--- config.mk ---
export PLATFORM = sky130hd
export DESIGN_NAME = cntr_pwm_gen_flat
export DESIGN_NICKNAME = d
export VERILOG_FILES = /design/src/rtl/cntr_pwm_gen_pkg.sv /design/src/rtl/cntr_pwm_gen_if.sv /design/src/rtl/cntr_pwm_gen_wrap_det.sv /design/src/rtl/cntr_pwm_gen.sv /design/src/flat_wrapper.sv
export SDC_FILE = /design/constraint.sdc
export NUM_CORES = 1
export LEC_CHECK = 0
export ABC_AREA = 1
export CAP_MARGIN = 20
export CORE_MARGIN = 2
export CORE_UTILIZATION = 47
export CTS_CLUSTER_SIZE = 30
export DETAILED_ROUTE_END_ITERATION = 6
export PLACE_DENSITY_LB_ADDON = 0.25
export REMOVE_ABC_BUFFERS = 1
export SKIP_LAST_GASP = 1
export SYNTH_ARGS = -nofsm -noshare
export SYNTH_HDL_FRONTEND = slang
export SYNTH_SLANG_ARGS = --single-unit
--- constraint.sdc ---
create_clock -name clk -period 2.4 [get_ports clk]
set_input_delay 0.48 -clock clk [delete_from_list [all_inputs] [get_ports clk]]
set_output_delay 0.48 -clock clk [all_outputs]
set_load 0.1 [all_outputs]
--- src/rtl/cntr_pwm_gen_pkg.sv ---
// Shared constants for the PWM generator that follows the free-running cntr block.
// Also used by the testbench so both agree on widths and the saturation value.
package cntr_pwm_gen_pkg;

  localparam int unsigned N_DEF  = 8;
  localparam int unsigned PCNT_W = 16;
  localparam logic [PCNT_W-1:0] PCNT_SAT = '1;

endpackage

--- src/rtl/cntr_pwm_gen_if.sv ---
// Duty-write handshake between a controller and cntr_pwm_gen.
// The master drives duty_in/duty_wr; the PWM block reports duty_busy while a write is pending.
interface cntr_pwm_gen_if
  import cntr_pwm_gen_pkg::*;
#(
  parameter int unsigned N = N_DEF
);

  logic [N:0] duty_in;
  logic       duty_wr;
  logic       duty_busy;

  modport master (output duty_in, output duty_wr, input duty_busy);
  modport slave  (input duty_in, input duty_wr, output duty_busy);

endinterface

--- src/rtl/cntr_pwm_gen_wrap_det.sv ---
// Wrap detector for the incoming counter value: any decrease of cntr_in
// relative to the previous cycle is a wrap. Also registers the period tick.
module cntr_wrap_det
  import cntr_pwm_gen_pkg::*;
#(
  parameter int unsigned N = N_DEF
) (
  input  logic         clk,
  input  logic         reset,
  input  logic [N-1:0] cntr_in,
  output logic         wrap,
  output logic         period_tick
);

  logic [N-1:0] prev_cnt;

  // Previous counter value starts at 0, so cntr_in = 0 right after reset is not a wrap.
  assign wrap = (cntr_in < prev_cnt);

  // Track the last counter value and delay the wrap into a one-cycle tick.
  always_ff @(posedge clk) begin
    if (reset) begin
      prev_cnt    <= '0;
      period_tick <= 1'b0;
    end else begin
      prev_cnt    <= cntr_in;
      period_tick <= wrap;
    end
  end

endmodule

--- src/rtl/cntr_pwm_gen.sv ---
// PWM generator driven by an external N-bit up-counter. Duty writes are
// shadow-buffered and applied only at a counter wrap, so no runt pulses occur.
// Optional: define PWM_PERIOD_CNT_EN to add a saturating 16-bit wrap counter
// on port period_cnt.
module cntr_pwm_gen
  import cntr_pwm_gen_pkg::*;
#(
  parameter int unsigned N = N_DEF
) (
  input  logic                clk,
  input  logic                reset,
  input  logic [N-1:0]        cntr_in,
  cntr_pwm_gen_if.slave       duty,
  output logic                pwm_out,
  output logic                period_tick
`ifdef PWM_PERIOD_CNT_EN
  ,
  output logic [PCNT_W-1:0]   period_cnt
`endif
);

  localparam logic [N:0] DUTY_MAX = {1'b1, {N{1'b0}}};

  logic       wrap;
  logic [N:0] duty_active;
  logic [N:0] duty_pending;
  logic       pending_valid;
  logic [N:0] duty_clamped;
  logic [N:0] duty_eff;

  cntr_wrap_det #(.N(N)) u_wrap_det (
    .clk         (clk),
    .reset       (reset),
    .cntr_in     (cntr_in),
    .wrap        (wrap),
    .period_tick (period_tick)
  );

  // Clamp requested duty to a full period and pick the duty in force this cycle.
  always_comb begin
    duty_clamped = (duty.duty_in > DUTY_MAX) ? DUTY_MAX : duty.duty_in;
    duty_eff     = (wrap && pending_valid) ? duty_pending : duty_active;
  end

  assign duty.duty_busy = pending_valid;

  // Shadow register: apply the previously pending duty at a wrap; a write in
  // the same cycle becomes the new pending value and keeps pending_valid set.
  always_ff @(posedge clk) begin
    if (reset) begin
      duty_active   <= '0;
      duty_pending  <= '0;
      pending_valid <= 1'b0;
    end else begin
      if (wrap && pending_valid) begin
        duty_active <= duty_pending;
      end
      if (duty.duty_wr) begin
        duty_pending  <= duty_clamped;
        pending_valid <= 1'b1;
      end else if (wrap) begin
        pending_valid <= 1'b0;
      end
    end
  end

  // Registered comparator: output high while the counter is below the duty.
  always_ff @(posedge clk) begin
    if (reset) begin
      pwm_out <= 1'b0;
    end else begin
      pwm_out <= ({1'b0, cntr_in} < duty_eff);
    end
  end

`ifdef PWM_PERIOD_CNT_EN
  // Count wraps since reset, holding at the all-ones value.
  always_ff @(posedge clk) begin
    if (reset) begin
      period_cnt <= '0;
    end else if (wrap && (period_cnt != PCNT_SAT)) begin
      period_cnt <= period_cnt + 1'b1;
    end
  end
`else
  // Period counter not built.
`endif

endmodule

--- src/flat_wrapper.sv ---
// flat-port wrapper written by rule: the top's interface ports become plain ports
module cntr_pwm_gen_flat import cntr_pwm_gen_pkg::*;
#(
  parameter int unsigned N = N_DEF
)
  (clk, reset, cntr_in, pwm_out, period_tick, duty_duty_in, duty_duty_wr, duty_duty_busy);
  cntr_pwm_gen_if #(.N(N)) duty_i ();
  input  logic clk;
  input  logic reset;
  input  logic [N-1:0] cntr_in;
  output logic pwm_out;
  output logic period_tick;
  input wire logic [$bits(duty_i.duty_in)-1:0] duty_duty_in;
  input wire logic [$bits(duty_i.duty_wr)-1:0] duty_duty_wr;
  output wire logic [$bits(duty_i.duty_busy)-1:0] duty_duty_busy;
  assign duty_i.duty_in = duty_duty_in;
  assign duty_i.duty_wr = duty_duty_wr;
  assign duty_duty_busy = duty_i.duty_busy;
  cntr_pwm_gen #(.N(N)) u_core (.clk(clk), .reset(reset), .cntr_in(cntr_in), .duty(duty_i), .pwm_out(pwm_out), .period_tick(period_tick));
endmodule
==> run_results.csv <==
group,metric,value,unit
status,status,"finished clean",
timing,hold_slack,476.7,ps
worst_hold_path,hold_path.class,"register to register",
clock_tree,cts.htree.levels,2,
global_route,track_usage,0.1994,
die,die_area,3440,um2
power,power.density,543.6,nW/um2
power,p_leak,0.9291,nW
cells_and_area,final_core_util,0.7079,
timing,setup_viol,0,
synthesis,synth_top_area_share,0.4135,
timing,tightest_slew,389.4,ps
routing,wl_per_cell,13.61,um
cells_and_area,final_cell_mix,"dfxtp_1, inv_1, nand2_1, buf_4, nor2_1",
synthesis,synth.avg_cell_area,8.068,um2
setup_path,crit_type,"input port to register",
power,ir_worst_vdd,0.0003855,V
cells_and_area,antenna_cells,0,
clock_tree,clk_pin_slew,90,ps
timing,skew,5.521,ps
timing,clock.fmax,425.7,MHz
placed_design,pre_cts_slack,-474.3,ps
global_route,grt_start_max_net_pins,17,
global_route,antenna_found_initial,0,
die,start_util,0.5004,
synthesis,yosysWarnings,0,
cells_and_area,final_common_cell,"dfxtp_1",
setup_path,critPathRequiredTime,2640,ps
cells_and_area,fin_area,1986,um2
routing,postRouteAntennaNets,0,
routing,drt_iter0_markers,33,
power,totalPowerFinal,1.079,mW
synthesis,synthesis.area,1404,um2
timing,period_minus_slack,2349,ps
setup_path,start_kind,"input port",
die,fp.dieW,58.65,um
synthesis,synthTopCellsByArea,"dfxtp_1, ha_1, nor2_1, inv_1, nand2_1",
routing,vias,1312,
die,io_pins,23,
routing,viasPerCell,5.145,
cells_and_area,area_growth,41.44,%
placed_design,io_buffer_count,22,
timing,setup_tns,0,ps
clock_tree,clock_path_buffers,2,
global_route,grt_overflow,0,
placed_design,place_inst,241,
run,drv_cap,0,
timing,slew_headroom,0.7400,
synthesis,synthCells,174,
placed_design,routabilityCongestion,0.7757,
global_route,grt_pass1_wl,5.112,mm
die,coreArea,2805,um2
die,fp.dieH,58.65,um
synthesis,postSynthRegisterBits,29,
setup_path,end_kind,"register",
synthesis,yosysUniqueCellTypes,21,
timing,hold_viol,0,
die,rows,19,
synthesis,synth_edf_count,0,
cells_and_area,fin_cells,255,
clock_tree,clock-sinks,29,
synthesis,async_flop_share,0,
setup_path,cp.arrival,2590,ps
clock_tree,cts_root_buf,"clkbuf_4",
clock_tree,cts_buffers,5,
placed_design,dpl.hpwl,2.282,mm
synthesis,seq_area_frac_synth,0.4135,
timing,fin_crit_sh,0.9788,
clock_tree,cts_tree,"built",
timing,setup_ws,50.88,ps
cells_and_area,drive_gt1_frac,0.2723,
clock_tree,insertion_delay,330,ps
routing,remaining_drc_errors,0,
global_route,grt_pass1_vias,1214,
routing,drt_pass1_iterations,4,
synthesis,synth_top_area_cell,"dfxtp_1",
setup_path,cp_max_fo,5,
placed_design,place_area,1764,um2
cells_and_area,nNetsFinal,257,
synthesis,synth_ff_type,"dfxtp_1",
routing,wirelength,3.471,mm
timing,slew_viol_final,0,
[state kept, by name (all words and copies together), names as in the netlist]
| signal | flops |
|---|---|
| u_core.duty.duty_busy | 1 |
| u_core.duty_active | 9 |
| u_core.duty_pending | 9 |
| u_core.pwm_out | 1 |
| u_core.u_wrap_det.period_tick | 1 |
| u_core.u_wrap_det.prev_cnt | 8 |
[area by class of cell]
cell class                 instances  area [um2]
fill                             220       819.5
clock inverter                     2       10.01
sequential                        29       581.8
timing repair buffer              45       385.4
inverter                          27       101.3
multi-input combinational        115       827.0
clock buffer                       6       41.29
tap                               31       38.79
[synth_stat cells (2+ instances only)]
cell / number
nand3_1: 4
dfxtp_1: 29
nand4_1: 3
mux2i_1: 3
mux2i_2: 3
nor2_1: 28
ha_1: 14
inv_1: 27
nand2_1: 27
o21ai_0: 5
a21oi_1: 15
nand2_2: 3
nand2_4: 2
clkbuf_1: 3
a211oi_1: 2
[power by group]
group	switching [mW]	internal, mW	total (mW)	leakage, nW
combinational	0.155	0.123	0.277	0.658
clock	0.169	0.111	0.281	0.0320
sequential	0.0147	0.507	0.521	0.239
total	0.339	0.740	1.08	0.929
[final timing paths]
kind | start | to | slack, ps | cells past startpoint
setup / recovery | cntr_in[5] | u_core.pwm_out | 50 | 16
hold / removal | u_core.duty_pending[7] | u_core.duty_pending[7] | 480 | 2
setup reg to reg | u_core.u_wrap_det.prev_cnt[7] | u_core.pwm_out | 80 | 15
hold reg to reg | u_core.duty_pending[7] | u_core.duty_pending[7] | 480 | 2
[logic make-up after synthesis]
| family | Yosys count | share of synthesized area |
|---|---|---|
| simple gates | 69 | 0.2210 |
| compound gates | 25 | 0.09893 |
| flops | 29 | 0.4135 |
| fa+ha+maj | 14 | 0.1248 |
| buf+inv | 31 | 0.09091 |
| mux | 6 | 0.05080 |
[worst max-delay path: stages]
cell	delay, ps
dlygate4sd2_1	270
ha_4	290
nand2_1	90
nor2_4	140
nand2_4	70
nand3_4	100
buf_4	150
mux2i_4	250
ha_2	220
a21oi_2	50
o21bai_1	130
nand3_1	110
nand2_1	80
inv_1	40
nand2_1	50
nor2_1	40
[timing repair]
action	4_1_cts	5_1_grt
gates cloned	1	0
buffers inserted	2	3
resized for setup	11	22
pin swaps	14	18
hold buffers	0	0
setup endpoints to repair	1	1
[metal layers]
| metal | vias up | wire length, um | GRT usage |
|---|---|---|---|
| met5 | - | 0 | 0 |
| met4 | 0 | 114 | 0.06818 |
| met3 | 16 | 172 | 0.07033 |
| met2 | 44 | 1764 | 0.3467 |
| met1 | 587 | 1419 | 0.2266 |
| li1 | 665 | - | - |
Power figures use the tool's default switching activity.
